File: src/rtl/ps2_scancode_rx.sv
// PS/2 keyboard receiver: synchronises and filters the pins, deserialises 11-bit frames,
// strips E0/F0/E1 prefixes and emits make/release scancode pulses.
module ps2_scancode_rx #(
  parameter int FILTER_LEN = 8,
  parameter int TIMEOUT    = 10000
) (
  input  logic       iCLK,
  input  logic       iRST_n,
  input  logic       ps2_clk,
  input  logic       ps2_dat,
  output logic [7:0] key_in,
  output logic       key_en,
  output logic       key_rel,
  output logic       key_ext,
  output logic       err_parity,
  output logic       err_frame,
  output logic       busy
);
  localparam int FW = $clog2(FILTER_LEN + 1);
  localparam int TW = $clog2(TIMEOUT + 1);

  typedef enum logic [1:0] {IDLE, DATA, PARITY, STOP} state_t;

  logic [1:0]    clk_sync, dat_sync;
  logic [FW-1:0] flt_cnt;
  logic          clk_flt, clk_flt_d;
  logic          strobe, dat;

  always_ff @(posedge iCLK or negedge iRST_n) begin
    if (!iRST_n) begin
      clk_sync  <= 2'b00;
      dat_sync  <= 2'b00;
      flt_cnt   <= '0;
      clk_flt   <= 1'b1;
      clk_flt_d <= 1'b1;
    end else begin
      clk_sync  <= {clk_sync[0], ps2_clk};
      dat_sync  <= {dat_sync[0], ps2_dat};
      clk_flt_d <= clk_flt;
      // Any sample matching the current level restarts the run count.
      if (clk_sync[1] == clk_flt) begin
        flt_cnt <= '0;
      end else if (flt_cnt == FW'(FILTER_LEN - 1)) begin
        clk_flt <= clk_sync[1];
        flt_cnt <= '0;
      end else begin
        flt_cnt <= flt_cnt + 1'b1;
      end
    end
  end

  assign strobe = clk_flt_d & ~clk_flt;
  assign dat    = dat_sync[1];

  state_t        state, state_nxt;
  logic [2:0]    bit_cnt, bit_nxt;
  logic [7:0]    shreg, sh_nxt;
  logic          par_bit, par_nxt;
  logic [TW-1:0] to_cnt;
  logic          timeout;
  logic          vld_nxt, perr_nxt, ferr_nxt, drop;
  logic          byte_vld;
  logic [7:0]    byte_q;

  assign timeout = (state != IDLE) && (to_cnt == TW'(TIMEOUT - 1));

  always_comb begin
    state_nxt = state;
    bit_nxt   = bit_cnt;
    sh_nxt    = shreg;
    par_nxt   = par_bit;
    vld_nxt   = 1'b0;
    perr_nxt  = 1'b0;
    ferr_nxt  = 1'b0;
    drop      = 1'b0;
    if (strobe) begin
      case (state)
        IDLE: if (!dat) begin
          state_nxt = DATA;
          bit_nxt   = 3'd0;
        end
        DATA: begin
          sh_nxt  = {dat, shreg[7:1]};
          bit_nxt = bit_cnt + 3'd1;
          if (bit_cnt == 3'd7) state_nxt = PARITY;
        end
        PARITY: begin
          par_nxt   = dat;
          state_nxt = STOP;
        end
        STOP: begin
          state_nxt = IDLE;
          if (!dat) begin
            ferr_nxt = 1'b1;
            drop     = 1'b1;
          end else if (!(^{shreg, par_bit})) begin
            perr_nxt = 1'b1;
            drop     = 1'b1;
          end else begin
            vld_nxt = 1'b1;
          end
        end
        default: state_nxt = IDLE;
      endcase
    end else if (timeout) begin
      state_nxt = IDLE;
      ferr_nxt  = 1'b1;
    end
  end

  always_ff @(posedge iCLK or negedge iRST_n) begin
    if (!iRST_n) begin
      state      <= IDLE;
      bit_cnt    <= '0;
      shreg      <= '0;
      par_bit    <= 1'b0;
      to_cnt     <= '0;
      byte_vld   <= 1'b0;
      byte_q     <= '0;
      err_parity <= 1'b0;
      err_frame  <= 1'b0;
    end else begin
      state      <= state_nxt;
      bit_cnt    <= bit_nxt;
      shreg      <= sh_nxt;
      par_bit    <= par_nxt;
      byte_vld   <= vld_nxt;
      byte_q     <= shreg;
      err_parity <= perr_nxt;
      err_frame  <= ferr_nxt;
      if (strobe || state == IDLE) to_cnt <= '0;
      else                         to_cnt <= to_cnt + 1'b1;
    end
  end

  assign busy = (state != IDLE);

  // Prefix / pause-sequence decode of each accepted byte.
  logic       ext_pend, brk_pend;
  logic [2:0] skip_cnt;
  logic       is_status;

  always_comb begin
    is_status = 1'b0;
    case (byte_q)
      8'hAA, 8'hFA, 8'hEE, 8'hFE, 8'hFC, 8'h00, 8'hFF: is_status = 1'b1;
      default: is_status = 1'b0;
    endcase
  end

  always_ff @(posedge iCLK or negedge iRST_n) begin
    if (!iRST_n) begin
      ext_pend <= 1'b0;
      brk_pend <= 1'b0;
      skip_cnt <= '0;
      key_in   <= '0;
      key_ext  <= 1'b0;
      key_en   <= 1'b0;
      key_rel  <= 1'b0;
    end else begin
      key_en  <= 1'b0;
      key_rel <= 1'b0;
      if (drop) begin
        ext_pend <= 1'b0;
        brk_pend <= 1'b0;
        skip_cnt <= '0;
      end else if (timeout && !strobe) begin
        ext_pend <= 1'b0;
        brk_pend <= 1'b0;
      end else if (byte_vld) begin
        if (skip_cnt != 3'd0) begin
          skip_cnt <= skip_cnt - 3'd1;
        end else if (byte_q == 8'hE1) begin
          skip_cnt <= 3'd7;
        end else if (byte_q == 8'hE0) begin
          ext_pend <= 1'b1;
        end else if (byte_q == 8'hF0) begin
          brk_pend <= 1'b1;
        end else if (!(is_status && !ext_pend && !brk_pend)) begin
          key_in   <= byte_q;
          key_ext  <= ext_pend;
          key_en   <= ~brk_pend;
          key_rel  <= brk_pend;
          ext_pend <= 1'b0;
          brk_pend <= 1'b0;
        end
      end
    end
  end
endmodule

File: config.mk
export PLATFORM = sky130hd
export DESIGN_NAME = ps2_scancode_rx
export DESIGN_NICKNAME = d
export VERILOG_FILES = /design/src/rtl/ps2_scancode_rx.sv
export SDC_FILE = /design/constraint.sdc
export NUM_CORES = 1
export LEC_CHECK = 0
export CAP_MARGIN = 20
export CORE_ASPECT_RATIO = 1.5
export CORE_UTILIZATION = 35
export CTS_CLUSTER_DIAMETER = 150
export DETAILED_ROUTE_END_ITERATION = 10
export SYNTH_ARGS = -nofsm -noshare
export SYNTH_HDL_FRONTEND = slang
export SYNTH_SLANG_ARGS = --single-unit
File: constraint.sdc
create_clock -name iCLK -period 2.5 [get_ports iCLK]
set_input_delay 0.5 -clock iCLK [delete_from_list [all_inputs] [get_ports iCLK]]
set_output_delay 0.5 -clock iCLK [all_outputs]
set_load 0.02 [all_outputs]
==> metrics.cfg <==
[die]
die_h_um = 115.8
start_util_pct = 35.92
core_area_sq_mm = 0.008413
dieArea_sq_mm = 0.009017
ios = 18
die_w_um = 77.87
placement_rows = 41

[pwr]
p_per_area_mw_per_mm2 = 733.8
peakVddDrop_uv = 434.7
finalPower_mw = 2.658
p_leak_nw = 1.655

[cts]
h-tree-depth = 3
clock-sinks = 65
cts_buffer_depth = 2
clk_pin_slew_ns = 0.05
post_cts_buffers = 0
cts_resized = 0
numCtsBuffers = 9
insertion_delay_ns = 0.33
cts-root-buf = clkbuf_16
holdBufCountCts = 0
cts_tree = done

[placed_design]
dpl.hpwl_um = 3877
port_buffers = 17
gp_congestion = 0.7419
placed_area_sq_mm = 0.003332

[timing]
fin_crit_ns = 2.357
fin_crit_sh_pct = 94.26
fin_skew_ns = 0.005545
finalHoldViolCount = 0
tns_ns = 0
slew_headroom_pct = 63.79
rsz0062_at_grt = no
worstMarginPinSlew_ns = 0.5432
max_freq_ghz = 0.4244
setup_violations = 0
maxSlewViolCount = 0

[yosys]
netlist_instances = 255
ys_warn_count = 0
syn_area_sq_mm = 0.003022
synth-seq-cells = 65
synth_area_per_cell_sq_um = 11.85
synth_cell_types = 50
synth_nets = 269
synthFlopType = dfrtp_1
async_flop_share_pct = 100.0
synth_top_area_share_pct = 52.17
yosys-top-cells-area = dfrtp_1, ha_1, mux2_2, mux2_4, xor2_1
synth_top_area_cell = dfrtp_1
synth_edf_count = 0
synth-seq-area-share_pct = 53.91

[layout]
nets = 295
seq_area_sq_mm = 0.001629
antennaDiodeCount = 0
fillers = 795
multi_input_area_sq_mm = 0.001320
area_growth_pct = 19.88
stdcell_area_sq_mm = 0.003622
drive_gt1_share_pct = 14.34

[setup_path]
crit_chain = inv_1 -> ha_1 -> buf_4 -> inv_1 -> clkdlybuf4s50_1
cp-endpoint = busy
path_max_fanout = 7
startpoint_type = flop
r2r_start = state[0]
critPathLaunch = state[0]
worst_ep_required_time_ns = 2.00
r2r_cells = 6
crit_top_cell = inv_1
slowest_delay_ns = 0.60
cp.arrival_ns = 1.86
cp_slowest_cell = clkdlybuf4s50_1
reg2reg_to = key_in[4]
endpoint_kind = output port
critPathKind = reg -> out
r2r_slack_ns = 0.28

[route]
route.detailed.drc = 0
drtIter0Drc = 61
vias = 1983
totalWireLength_um = 5497
wl_per_cell_um = 13.99
dr.pass1.iters = 4
postRouteAntennaNets = 0
via_per_inst = 5.046

[global_route]
grt_usage_pct = 14.09
grt_overflow = 0
antenna_found_initial = 0
grt_pass1_vias = 2035
grt_pass1_wl_um = 9459
grt_max_degree = 44

[status]
status = complete, no violations

[job]
maxCapViolations = 0

[worst_hold_path]
hp-class = in -> async

## sequential cells by signal, summed over array words and instances (netlist names), 2 cells and up
register  cells
state         2
flt_cnt       4
to_cnt       14
clk_sync      2
dat_sync      2
key_in        8
shreg         8
byte_q        8
bit_cnt       3
skip_cnt      3
## where the power goes
group / internal [mW] / switching [mW] / total [mW] / leakage, nW
Sequential: 1.11 / 0.0447 / 1.16 / 0.889
Combinational: 0.118 / 0.164 / 0.282 / 0.622
Clock: 0.795 / 0.422 / 1.22 / 0.144
Total: 2.03 / 0.631 / 2.66 / 1.66
## synth_stat cells (6+ instances only)
cell type,n
dfrtp_1,63
nor2_1,20
nand2_1,14
inv_1,11
ha_1,10
mux2_2,10
a21oi_1,9
xor2_1,9
mux2_4,7
nand3_1,7
nand4_1,7
o21ai_0,7
and3_1,6
xnor2_1,6
## cell families after synthesis
family	count (synthesis)	share of synthesized area (%)
AO/OA/AOI/OAI	35	8.323
multiplexers	22	9.275
AND/OR/NAND/NOR	89	16.11
buffers and inverters	17	2.401
flip-flops	65	53.91
adder cells (fa/ha/maj)	10	4.141
XOR/XNOR	17	5.839
## worst min-delay path by stage
stage	from	end	slack, ns	depth (start not counted)
after global placement	dat_sync[0]	dat_sync[1]	0.33	0
after global routing	iRST_n	to_cnt[11]	0.20	1
after detailed placement	dat_sync[0]	dat_sync[1]	0.34	0
after floorplan	iRST_n	bit_cnt[0]	0.20	0
after CTS	iRST_n	to_cnt[11]	0.17	1
final	iRST_n	clk_sync[1]	0.16	1
## per-layer routing
metal | up-vias | routed length [um] | global-route usage, %
met5 | - | 0 | 0
met4 | 0 | 183 | 9.057
met3 | 17 | 194 | 4.724
met2 | 43 | 2827 | 24.07
met1 | 965 | 2292 | 14.86
li1 | 958 | - | -
## through the flow
step | instances | setup slack [ns] | hold WS (ns) | utilization (%)
final | 393 | 0.1435 | 0.1558 | 43.05
after global routing | 393 | 0.05125 | 0.2004 | 43.05
after CTS | 393 | 0.1185 | 0.1717 | 43.05
after detailed placement | 377 | 0.2855 | 0.3364 | 39.60
after global placement | 377 | 0.3165 | 0.3338 | 39.60
after floorplan | 255 | 0.1796 | 0.2044 | -
## critical path: cells and delay by family (launching register included)
kind / cells / cell delay, ns
adders and majority gates: 1 / 0.21
DFF: 1 / 0.38
buffers and inverters: 4 / 0.93
## area by class of cell
| type | count | share of cell area (%) |
|---|---|---|
| Tap cell | 107 | 3.696 |
| Clock inverter | 3 | 1.105 |
| Clock buffer | 13 | 6.908 |
| Inverter | 11 | 1.140 |
| Multi-Input combinational cell | 173 | 36.44 |
| Sequential cell | 65 | 44.97 |
| Timing Repair Buffer | 21 | 5.734 |
## placed cells by master, fill, tap and decap left out, types with 6 or more instances in the layout
master,n
dfrtp_1,63
nor2_1,20
clkdlybuf4s50_1,16
nand2_1,14
inv_1,11
mux2_2,10
ha_1,10
xor2_1,9
a21oi_1,9
clkbuf_16,9
nand4_1,7
nand3_1,7
o21ai_0,7
mux2_4,7
and3_1,6
xnor2_1,6
No activity file was read; power rests on OpenSTA's default activity.
